===== src/rtl/dp_sequencer.sv =====
// dp_sequencer: command initiator for a 32-bit register-file + ALU datapath.
// Micro-instructions {alu[9:7], a1[6:5], a2[4:3], a3[2:1], we[0]} arrive over
// a valid/ready handshake into a small FIFO. One instruction is issued per
// ISSUE cycle and retires on the clock edge that ends that cycle. At that edge
// the datapath flags are captured and the statistics are updated.
//
// Ports:
//   clk, rst (async active-low)      clock / reset
//   run                              enables issuing
//   in_valid, in_instr, in_ready     instruction push handshake
//   clr_halt                         leaves HALT
//   ALUControl, addr1..3, wr         command to the datapath (valid in ISSUE only)
//   Result, Zero, Overflow           datapath response, sampled at retire
//   last_result/last_zero/last_ovf   response captured at the last retire
//   busy, halted                     status
//   issue_count, ovf_count           retire statistics
module dp_sequencer #(
  parameter int DEPTH       = 4,
  parameter bit STOP_ON_OVF = 1'b1,
  parameter int CNT_W       = 16
) (
  input  logic             clk,
  input  logic             rst,
  input  logic             run,
  input  logic             in_valid,
  input  logic [9:0]       in_instr,
  output logic             in_ready,
  input  logic             clr_halt,
  output logic [2:0]       ALUControl,
  output logic [1:0]       addr1,
  output logic [1:0]       addr2,
  output logic [1:0]       addr3,
  output logic             wr,
  input  logic [31:0]      Result,
  input  logic             Zero,
  input  logic             Overflow,
  output logic [31:0]      last_result,
  output logic             last_zero,
  output logic             last_ovf,
  output logic             busy,
  output logic             halted,
  output logic [CNT_W-1:0] issue_count,
  output logic [7:0]       ovf_count
);

  localparam int AW = $clog2(DEPTH);

  typedef enum logic [1:0] {IDLE, ISSUE, HALT} state_t;

  state_t        state, state_next;
  logic [9:0]    mem [DEPTH];
  logic [AW-1:0] wr_ptr, rd_ptr;
  logic [AW:0]   count, count_next;
  logic          push, pop, empty, full;
  logic [9:0]    head;

  assign empty    = (count == '0);
  assign full     = (count == (AW+1)'(DEPTH));
  assign in_ready = !full;
  assign push     = in_valid && in_ready;
  // Every ISSUE cycle retires the head; ISSUE is only entered with a non-empty FIFO.
  assign pop      = (state == ISSUE);
  assign head     = mem[rd_ptr];

  // Occupancy after this edge; a same-edge push lets issue continue without a bubble.
  assign count_next = count + {{AW{1'b0}}, push} - {{AW{1'b0}}, pop};

  assign busy   = !empty || (state == ISSUE);
  assign halted = (state == HALT);

  // Storage has no reset: contents are only observed through the head when count > 0.
  always_ff @(posedge clk) begin
    if (push) mem[wr_ptr] <= in_instr;
  end

  always_ff @(posedge clk or negedge rst) begin
    if (!rst) begin
      state       <= IDLE;
      wr_ptr      <= '0;
      rd_ptr      <= '0;
      count       <= '0;
      last_result <= '0;
      last_zero   <= 1'b0;
      last_ovf    <= 1'b0;
      issue_count <= '0;
      ovf_count   <= '0;
    end else begin
      state <= state_next;
      count <= count_next;
      if (push) wr_ptr <= wr_ptr + 1'b1;
      if (pop) begin
        rd_ptr      <= rd_ptr + 1'b1;
        last_result <= Result;
        last_zero   <= Zero;
        last_ovf    <= Overflow;
        issue_count <= issue_count + 1'b1;
        if (Overflow && (ovf_count != 8'hFF)) ovf_count <= ovf_count + 1'b1;
      end
    end
  end

  always_comb begin
    state_next = state;
    ALUControl = 3'd0;
    addr1      = 2'd0;
    addr2      = 2'd0;
    addr3      = 2'd0;
    wr         = 1'b0;
    case (state)
      IDLE: begin
        if (run && (count_next != '0)) state_next = ISSUE;
      end
      ISSUE: begin
        ALUControl = head[9:7];
        addr1      = head[6:5];
        addr2      = head[4:3];
        addr3      = head[2:1];
        wr         = head[0];
        if (STOP_ON_OVF && Overflow)          state_next = HALT;
        else if (run && (count_next != '0))   state_next = ISSUE;
        else                                  state_next = IDLE;
      end
      HALT: begin
        if (clr_halt) state_next = IDLE;
      end
      default: state_next = IDLE;
    endcase
  end

endmodule

===== config.mk =====
export PLATFORM = sky130hd
export DESIGN_NAME = dp_sequencer
export DESIGN_NICKNAME = d
export VERILOG_FILES = /design/src/rtl/dp_sequencer.sv
export SDC_FILE = /design/constraint.sdc
export NUM_CORES = 1
export LEC_CHECK = 0
export CAP_MARGIN = 40
export CORE_MARGIN = 1
export CORE_UTILIZATION = 48
export DETAILED_ROUTE_END_ITERATION = 10
export MAX_ROUTING_LAYER = met4
export PLACE_DENSITY = 0.87
export SLEW_MARGIN = 5
export SYNTH_ARGS = -nofsm -noshare
export SYNTH_HDL_FRONTEND = slang
export SYNTH_SLANG_ARGS = --single-unit

===== constraint.sdc =====
create_clock -name clk -period 3.22 [get_ports clk]
set_input_delay 0.644 -clock clk [delete_from_list [all_inputs] [get_ports clk]]
set_output_delay 0.644 -clock clk [all_outputs]
set_load 0.01 [all_outputs]

-- Yosys cells after proc, flatten, opt, wreduce, memory -nomap -nowiden
Memories as Yosys holds them, arrays and structs flattened.
Index checks and enable logic that the tools add are counted.
W data, S select, Z words.
- flip-flop bits (word level): 67
- memory bits (writable): 40
- logic and storage cells: 45
- memories kept: 1
- output and inout port bits: 71
- input port bits: 49
- memory list (memory ; depth ; width ; rd ports ; clocked after memory_dff ; wr ports ; line ; RTL):
    mem ; 4 ; 10 ; 1 ; 0 ; 1 ; 51 ; logic [9:0] mem [DEPTH];
- add/sub/neg operators: 6
- reduce and logical (&&, ||, !) cells: 11
- equal/unequal tests: 6
- multiplexer cells: 12
- operators by type and width (kind ; number):
    $add A16 B1 Y16 const B ; 1
    $mux W2 ; 6
    $add A8 B1 Y8 const B ; 1
    $ne A8 B8 Y1 const B ; 1
    $pmux W2 S3 ; 1
    $add A2 B1 Y2 const B ; 2
    $mux W1 ; 4
    $ne A2 B2 Y1 const B ; 2
    $reduce_and A2 Y1 ; 2
    $add A3 B1 Y3 ; 1
    $eq A3 B3 Y1 const B ; 1
    $logic_and A1 B1 Y1 ; 3
    $logic_not A3 Y1 ; 1
    $mux W3 ; 1
    $reduce_bool A3 Y1 ; 1
    $sub A3 B1 Y3 ; 1
    $eq A2 B1 Y1 const B ; 1
    $eq A2 B2 Y1 const B ; 1
    $logic_not A1 Y1 ; 2
    $logic_not A2 Y1 ; 1
    $logic_or A1 B1 Y1 ; 1

-- Longest topological paths before layout
- word-level depth: 10
- gate-level depth with buffers: 12
- gate-level depth less buffers: 12

-- Worst setup path after synthesis
No wires, ideal clock.
- path kind: reg-to-reg
- from: reg state[1]
- to: reg state[0]
- arrival: 2.255 ns
- stages on the path, launching flop included: 13
- path buffers: 2
- library setup time: 0.124 ns
- slack: 0.841 ns
- cells stage by stage: dfrtp_1 nand2b_4 inv_2 buf_2 buf_2 ha_1 inv_1 ha_1 inv_1 fa_1 xnor2_1 xnor2_1 o31a_1
- word-level cells in the longest chain between the ends: 7
- elaborated cells on any way between the ends: 12
- those cells by class: 1 x add/sub; 4 x eq/ne; 3 x mux; 4 x reduce/logical
- RTL lines (element ; line ; RTL):
    start: declaration ; 50 ; state_t state, state_next;
    start signal: assignment ; 88 ; state <= state_next;
    $eq A2 B1 Y1 (*) ; 62 ; assign pop = (state == ISSUE);
    $sub A3 B1 Y3 (*) ; 66 ; assign count_next = count + {{AW{1'b0}}, push} - {{AW{1'b0}}, pop};
    net count_next[2] ; 53 ; logic [AW:0] count, count_next;
    $reduce_bool A3 Y1 (*) ; 111, 120 ;
    $logic_and A1 B1 Y1 (*) ; 111, 120 ;
    $mux W1 ; 120 ; else if (run && (count_next != '0)) state_next = ISSUE;
    $mux W2 ; 119 ; if (STOP_ON_OVF && Overflow) state_next = HALT;
    $pmux W2 S3 ; 109 ; case (state)
The timed path passes the listed nets; every way through them passes the cells marked *.
A chain may end at the register's enable or synchronous reset.

-- Worst setup path in the final report
- from: reg rd_ptr[0]
- to: out ALUControl[0]
- word-level cells in the longest chain between the ends: 2
- RTL lines (element ; line ; RTL):
    start: declaration ; 52 ; logic [AW-1:0] wr_ptr, rd_ptr;
    start signal: assignment ; 92 ; rd_ptr <= rd_ptr + 1'b1;
    $mem_v2 Z4 W10 ; -- ;
    $mux W3 ; 109 ;
    end: declaration ; 29 ; output logic [2:0] ALUControl,
No other way between the ends.

==> impl_metrics.env <==
export IMPL_power_density_nw_per_um2=835
export IMPL_root_buffer="clkbuf_8"
export IMPL_yosysTopAreaCellShare=0.382
export IMPL_n_antenna_cell=0
export IMPL_via_per_inst=5.05
export IMPL_ys_dominant_reg_cell="dfrtp_1"
export IMPL_grt_pass1_vias=3035
export IMPL_stdcell_area_um2=5880
export IMPL_cts_tree="built"
export IMPL_synth_top_area_cell="dfrtp_1"
export IMPL_post_dp_cell_area_um2=5700
export IMPL_cap_violations=0
export IMPL_grt_max_degree=39
export IMPL_slew_violations=0
export IMPL_postCtsResizedCells=0
export IMPL_hold_violations=0
export IMPL_hold_buffers=0
export IMPL_worstHoldPathType="in2async"
export IMPL_dieArea_um2=9530
export IMPL_clkLatencyLatePin_ns=0.35
export IMPL_initial_core_util=0.498
export IMPL_yosysUniqueCellTypes=32
export IMPL_synthesis_nets=405
export IMPL_finClkSkew_ns=0.0121
export IMPL_cp_max_fo=12
export IMPL_grt_pass1_wl_mm=14.7
export IMPL_period_minus_slack_ns=3.04
export IMPL_yosys_warnings=0
export IMPL_synth_top_cells_by_area="dfrtp_1 38%, edfxtp_1 27%, nand2_1 10%"
export IMPL_rows=34
export IMPL_drt_iter0_markers=107
export IMPL_drtPass1Iterations=7
export IMPL_ys_top_cells_by_count="118 x nand2_1, 67 x dfrtp_1, 40 x edfxtp_1"
export IMPL_timing_critical_path_from="rd_ptr[0]"
export IMPL_ys_ff_latch=107
export IMPL_ys_seq_area_frac=0.656
export IMPL_dp_hpwl_mm=6.37
export IMPL_htree_levels=3
export IMPL_nNetsFinal=528
export IMPL_period_share=0.946
export IMPL_gp_congestion=0.822
export IMPL_avgSynthCellArea_um2=12.6
export IMPL_io_buffers=119
export IMPL_startpoint_type="flop"
export IMPL_core_area_um2=8810
export IMPL_violations="design-rule violations"
export IMPL_maxSlewHeadroom=0.527
export IMPL_clk_pin_slew_ns=0.09
export IMPL_layout_setup_ws_ns=0.175
export IMPL_routedWlPerCell_um=15.1
export IMPL_ant_nets=0
export IMPL_timing_hold_ws_ns=0.323
export IMPL_leakage_nw=2.51
export IMPL_max_freq_ghz=0.328
export IMPL_regToRegStartpoint="count[1]"
export IMPL_ir_drop_v=0.000402
export IMPL_crit_required_ns=2.58
export IMPL_grt_use_total=0.205
export IMPL_fin_tns_setup_ns=0
export IMPL_clock_sinks=107
export IMPL_rsz0062_at_grt="no"
export IMPL_cts_buffers_inserted=9
export IMPL_dp_slack_ns=0.203
export IMPL_synth_area_um2=4390
export IMPL_yosysMostFrequentCell="nand2_1"
export IMPL_fp_dieH_um=97.6
export IMPL_drive_gt1_frac=0.0863
export IMPL_wl_mm=8.82
export IMPL_final_cells=583
export IMPL_critPathKind="reg2out"
export IMPL_tightest_slew_ns=0.709
export IMPL_grt_overflow=0
export IMPL_finalSetupViolations=0
export IMPL_post_cts_repair_setup_buffers=0
export IMPL_vias=2944
export IMPL_worst_r2r_cell_count=12
export IMPL_dpl_cell_count=567
export IMPL_cp_arrival_ns=2.40
export IMPL_status="finished, violations left"
export IMPL_synth_edf_count=40
export IMPL_synth_cells=347
export IMPL_power_mw=4.91
export IMPL_clockBufferDepth=2
export IMPL_io_pins=120
export IMPL_antenna_found_initial=0
export IMPL_route_detailed_drc=20
export IMPL_syn_to_final_growth_pct=34.0
export IMPL_endpoint_kind="primary output"
export IMPL_utilization=0.668
export IMPL_synthArstFlopShare=0.626
export IMPL_die_x_um=97.6
-- layer usage --
layer	global-route usage	routed length [µm]
met3	0.0295	357
met5	-	0
met4	0.0816	168
met1	0.241	3710
met2	0.356	4580
-- layout make-up --
| type | count | area, µm² |
|---|---|---|
| Clock buffer | 12 | 155 |
| Inverter | 10 | 37.5 |
| Multi-Input combinational cell | 219 | 1420 |
| Tap cell | 108 | 135 |
| Fill cell | 670 | 2930 |
| Timing Repair Buffer | 123 | 1230 |
| Clock inverter | 4 | 26.3 |
| Sequential cell | 107 | 2880 |
-- cells by family after synthesis --
kind of cell,share of synthesized area
and+or+nand+nor,0.178
DFF,0.656
xor gates and xnor gates,0.0499
buffers and inverters,0.0211
muxes,0.0616
adders and majority gates,0.0274
AOI/OAI and AO/OA,0.00684
-- where the power goes --
group	internal [mW]	switching, mW
clock network	0.323	0.423
registers	1.86	0.330
logic	1.08	0.902
-- worst max-delay path: stages, from the launching register on --
cell and delay [ns]:
dfrtp_1 0.81, mux4_2 0.59, and2_1 0.18, clkdlybuf4s50_1 0.47
-- path summary, 6_finish.rpt --
kind / end / slack [ns]
max: ALUControl[0] / 0.18
min: last_result[6] / 0.32
max reg2reg: state[0] / 0.69
min reg2reg: last_result[19] / 0.48
max in group asynchronous: state[0] / 2.24
min in group clk: last_result[19] / 0.48
-- sequential cells by signal (all words and copies together) (netlist names) --
register,flops
state,2
last_ovf,1
mem,40
issue_count,16
last_zero,1
last_result,32
rd_ptr,2
wr_ptr,2
ovf_count,8
count,3
-- placed cells by master, fill, tap and decap left out, types with 2 or more instances in the layout --
master | synthesis | final
xnor2_1 | 17 | 17
nand4_1 | 3 | 3
clkbuf_8 | 0 | 11
buf_4 | 1 | 3
clkdlybuf4s50_1 | 0 | 118
nor4_2 | 2 | 2
xor2_1 | 8 | 8
dfrtp_1 | 67 | 67
and3_1 | 7 | 7
edfxtp_1 | 40 | 40
and4_1 | 2 | 2
nand3b_1 | 2 | 2
nor2_1 | 6 | 6
and2_1 | 12 | 12
nor3_1 | 3 | 3
nand3_1 | 5 | 5
mux4_2 | 10 | 10
inv_1 | 9 | 9
nand2b_1 | 3 | 3
nand2_1 | 118 | 118
mux2_2 | 4 | 4
ha_1 | 8 | 8
clkinv_2 | 0 | 2
No activity file was read; power rests on OpenSTA's default activity.
==> variant 1 (config.mk and constraints unchanged) <==
The parameter `CNT_W` goes from 16 to 14.
--- a/src/rtl/dp_sequencer.sv
+++ b/src/rtl/dp_sequencer.sv
@@ -17,7 +17,7 @@
 module dp_sequencer #(
   parameter int DEPTH       = 4,
   parameter bit STOP_ON_OVF = 1'b1,
-  parameter int CNT_W       = 16
+  parameter int CNT_W       = 14
 ) (
   input  logic             clk,
   input  logic             rst,
Interface: changed (resized issue_count); port bits go from 120 to 118. No check against the original RTL was run, so the function may have changed too.
==> variant 1 against the original RTL <==
- combinational power increased by 3%
- sequential cell count decreased by 2
- power increased by 2.7%
- wire length decreased by 2.3%
- via count decreased by 0.99%
- largest cell class unchanged
- synthesized cell count decreased by 2.3%
- register-to-register slack got worse by 0.02 ns
- design area decreased by 1.9%
- largest power group unchanged
- die area decreased by 2.3%
- synthesized area decreased by 2.3%
- worst setup slack improved by 0.016 ns
==> variant 1: results (changes against the original RTL) <==
outcome: "complete, no violations"
io_buffers: 117  # -1.7%
skew_ns: 0.007508  # -0.004616 ns
synth_mux_area_frac: 0.06363  # +0.002058
tightest_slew_ns: 0.8029  # +0.09371 ns
grt_pass1_vias: 2819  # -7.1%
ys_seq_area_frac: 0.6597  # +0.004017
synth_fa_ha_area_frac: 0.02802  # +0.0006550
top_regs: "mem (40), last_result (32), issue_count (14)"
synth_nets: 397  # -2.0%
hpwl_um: 6028  # -5.3%
yosys-top-cells-count: "nand2_1 (112), dfrtp_1 (65), edfxtp_1 (40), xnor2_1 (18), and2_1 (11)"
grt_util_all_layers: 0.2008  # -0.004197
ir_drop_mv: 0.4899  # +22%
nets: 517  # -2.1%
power_leakage_uw: 0.002451  # -2.3%
vias_per_cell: 5.096  # +0.92%
crit_arrival_ns: 2.38  # -0.02 ns
gp_congestion: 0.7423  # -9.7%
slowest_delay_ns: 0.62  # -0.19 ns
ys_ff_latch: 105  # -1.9%
pre_cts_ws_ns: 0.04368  # -0.1590 ns
hold_path_class: "in -> async"
synth_cell_types: 40  # +25%
synth.top_cells.by_area: "dfrtp_1 (38%), edfxtp_1 (28%), nand2_1 (9.8%), mux4_2 (5.3%), xnor2_1 (3.7%)"
firstDrtPassIters: 4  # -3
wl_met1_um: 3546  # -4.3%
drive_gt1_frac: 0.08836  # +0.002046
wl_per_cell_um: 15.05  # -0.47%
synthArstFlopShare: 0.6190  # -0.007121
dr_wl_met3_um: 401  # +12%
grt_max_degree: 66  # +69%
cp_max_fo: 7  # -5
initialDrtViolationCount: 79  # -26%
synth-compound-area-share: 0.006130  # -0.0007119
synth_xor_area_frac: 0.04670  # -0.003184
synth_edf_count: 40  # unchanged
dr_wl_met2_um: 4483  # -2.2%
grt_first_pass_wirelength_um: 13360  # -9.4%
variant 1: routing by layer:
layer / global-route usage / up-vias
li1: - / 1375
met3: 0.03599 / 19
met1: 0.2404 / 1436
met4: 0.08211 / 0
met5: - / -
met2: 0.3374 / 85
variant 1: final timing paths:
check	cells past startpoint	endpoint	from	slack, ns
min reg2reg	1	issue_count[13]	issue_count[13]	0.48
min	2	last_result[1]	rst	0.45
max in group asynchronous	2	last_result[9]	rst	2.24
max reg2reg	12	state[0]	count[0]	0.67
min in group clk	1	issue_count[13]	issue_count[13]	0.48
max	4	wr	rd_ptr[0]	0.19
variant 1: area by class of cell:
class	count	area, um^2
Multi-Input combinational cell	211	1351
Sequential cell	105	2828
Inverter	11	46.29
Timing Repair Buffer	121	1196
Clock buffer	14	172.7
Clock inverter	2	37.54
Fill cell	660	2912
Tap cell	108	135.1
variant 1: per-stage QoR:
stage / hold WS [ns] / std cells / area, um^2
3_3_place_gp: 0.4570 / 556 / 5557
2_1_floorplan: 0.3484 / 339 / 4287
3_5_place_dp: 0.4614 / 556 / 5557
5_1_grt: 0.4911 / 572 / 5767
4_1_cts: 0.4791 / 572 / 5767
6_report: 0.4497 / 572 / 5767
variant 1: power by group:
group	total [uW]	switching (uW)	leakage, uW	internal (uW)
registers	2150	312	0.00117	1840
clock network	847	422	0.000103	425
logic	2040	945	0.00118	1100
total	5040	1680	0.00245	3360
variant 1: critical path, delay by kind of cell (launching register included):
family / cells / cell delay (ns)
buf+inv: 2 / 0.72
flops: 1 / 0.62
mux: 1 / 0.51
simple gates: 1 / 0.18
==> variant 2 (same settings) <==
Without the edit above. Make the reset (`rst`) synchronous in one clocked block. Comments in the files are not updated.
--- a/src/rtl/dp_sequencer.sv
+++ b/src/rtl/dp_sequencer.sv
@@ -73,7 +73,7 @@
     if (push) mem[wr_ptr] <= in_instr;
   end
 
-  always_ff @(posedge clk or negedge rst) begin
+  always_ff @(posedge clk) begin
     if (!rst) begin
       state       <= IDLE;
       wr_ptr      <= '0;
Check against the original RTL: differs if rst is asserted again (counterexample within 4 cycles, from zero or initial values and one cycle with rst low); with rst held inactive, the same outputs for 10 cycles.
==> variant 2 against the original RTL <==
- core utilization down 0.54 points
- synthesized area fell by 1.7%
- sequential share of layout area down 4.2 points
- clock power fell by 2%
- worst setup slack better by 0.19 ns
- wire length is 2.9% higher
- power decreased by 28%
- sequential cell count increased by 2
- design area decreased by 1.8%
- critical endpoint is now state[0]
==> variant 2: results (changes against the original RTL) <==
outcome: "complete, no violations"
root_buffer: "clkbuf_8"
synth_cell_types: 48  # +50%
worstHoldEndpoint: "last_result[5]"
hold-path-cell-count: 2
firstDrtPassIters: 4  # -3
synth_nets: 451  # +11%
worstSkewPairLatency_ns: 0.35  # about the same
r2r_cells: 12  # unchanged
grt_pass1_vias: 3138  # +3.4%
ys.flop_type: "dfxtp_1"
ir_drop_mv: 0.3312  # -18%
grt_antenna_before_repair: 0  # unchanged
synth.top_cells.by_area: "dfxtp_1 (32%), edfxtp_1 (28%), nand2_1 (7.1%), mux4_2 (5.2%), a21oi_1 (4.8%)"
hpwl_um: 6418  # +0.81%
vias_per_cell: 5.161  # +2.2%
dp_cells: 605  # +6.7%
gp_congestion: 0.8326  # +1.3%
avgSynthCellArea_um2: 10.98  # -13%
nets: 566  # +7.2%
fillers: 668  # -0.30%
wl_per_cell_um: 14.61  # -3.4%
skew_ns: 0.01211  # -0.00001130 ns
crit_arrival_ns: 3.09  # +0.69 ns
io_buffers: 119  # unchanged
drive_gt1_frac: 0.07797  # -0.008343
diodes: 0  # unchanged
hold_path_class: "reg -> reg"
cts_buffer_depth: 2  # unchanged
reg2reg_from: "count[1]"
ctsHtreeMaxLevel: 3  # unchanged
cp_max_fo: 5  # -7
grt_max_degree: 36  # -7.7%
synthArstFlopShare: 0  # -0.6262
worstHoldStart: "last_result[5]"
ys_seq_area_frac: 0.5986  # -0.05704
r2r_setup_slack_ns: 0.38  # -0.31 ns
power_leakage_uw: 0.002028  # -19%
initialDrtViolationCount: 79  # -26%
cts_buffers: 9  # unchanged
top_regs: "mem (40), last_result (32), issue_count (16)"
yosys_warnings: 0  # unchanged
pre_cts_ws_ns: -0.01445  # -0.2171 ns
r2r_end: "state[0]"
grt_util_all_layers: 0.2031  # -0.001940
relSlewSlack: 0.6499  # +0.1228
yosys-top-cells-count: "nand2_1 (82), dfxtp_1 (69), a21oi_1 (41), edfxtp_1 (40), nor2_1 (22)"
synth_edf_count: 40  # unchanged
vias: 3205  # +8.9%
grt_first_pass_wirelength_um: 14950  # +1.4%
cts.clk_slew.worst_paths_ns: 0.10
## variant 2: changes by cell type in the layout (fill, tap and decap cells not counted), sizes merged, moves of 3 or more
cell / unedited run / this run
mux2: 4 / 0
o21ai: 1 / 4
nor2: 6 / 22
a21oi: 1 / 41
nand2: 118 / 82
nand2b: 4 / 1
dfrtp: 67 / 0
xnor2: 17 / 10
and4b: 1 / 4
dfxtp: 0 / 69
## variant 2: area by class of cell
type                            instances  area, um^2  share of cell area
Timing Repair Buffer                  124        1229              0.2127
Tap cell                              108       135.1             0.02340
Clock inverter                          6       47.55            0.008232
Clock buffer                           10       127.6             0.02210
Multi-Input combinational cell        256        1624              0.2812
Sequential cell                       109        2582              0.4471
Inverter                                8       30.03            0.005199
## variant 2: kinds of logic (layout without fill, tap and decap cells)
family	Yosys count	count (layout)	share of synthesized area
AO/OA/AOI/OAI	55	55	0.06990
multiplexers	10	10	0.05221
flip-flops	109	109	0.5986
buffers and inverters	28	148	0.02523
adder cells (fa/ha/maj)	9	9	0.02784
XOR/XNOR	18	18	0.03654
AND/OR/NAND/NOR	164	164	0.1897
## variant 2: how the worst max path moves through the flow
stage / start / to / slack (ns) / depth (start not counted)
floorplan: count[1] / state[0] / 0.55 / 12
global placement: in_valid / state[0] / 0.12 / 12
detailed placement: in_valid / state[0] / -0.01 / 12
CTS: count[1] / state[0] / 0.34 / 12
global route: count[1] / state[0] / 0.15 / 12
finish: in_valid / state[0] / 0.37 / 12
## variant 2: report_power, final
part / internal [uW] / switching (uW) / leakage [uW] / total, uW
Combinational: 559 / 523 / 0.00102 / 1080
Sequential: 1620 / 105 / 0.000927 / 1730
Clock: 287 / 445 / 0.0000820 / 732
## variant 2: critical path: stages
cell and delay, ns:
clkdlybuf4s50_1 0.51, and2_1 0.19, inv_1 0.07, ha_1 0.29
inv_1 0.05, ha_1 0.12, inv_1 0.04, fa_1 0.38
xnor2_1 0.23, xnor2_1 0.18, nor3b_1 0.09, a2111oi_1 0.29
## variant 2: routing by layer
metal / wire, um / GRT usage / vias up
met5: 0 / - / -
li1: - / - / 1597
met3: 288 / 0.03540 / 11
met1: 4092 / 0.2527 / 1527
met2: 4611 / 0.3391 / 70
met4: 78 / 0.06200 / 0
## variant 2: per-stage QoR
step | hold slack (ns) | cell area [um^2]
after floorplan | 0.4692 | 4314
after global placement | 0.4420 | 5599
after detailed placement | 0.4488 | 5599
after CTS | 0.4631 | 5774
after global routing | 0.4761 | 5776
final | 0.4612 | 5776
## variant 2: timing repair
item	CTS	global route
gates resized for setup	0	1
endpoints found under the setup margin	0	1
buffers inserted	0	0
hold endpoints to repair	0	0
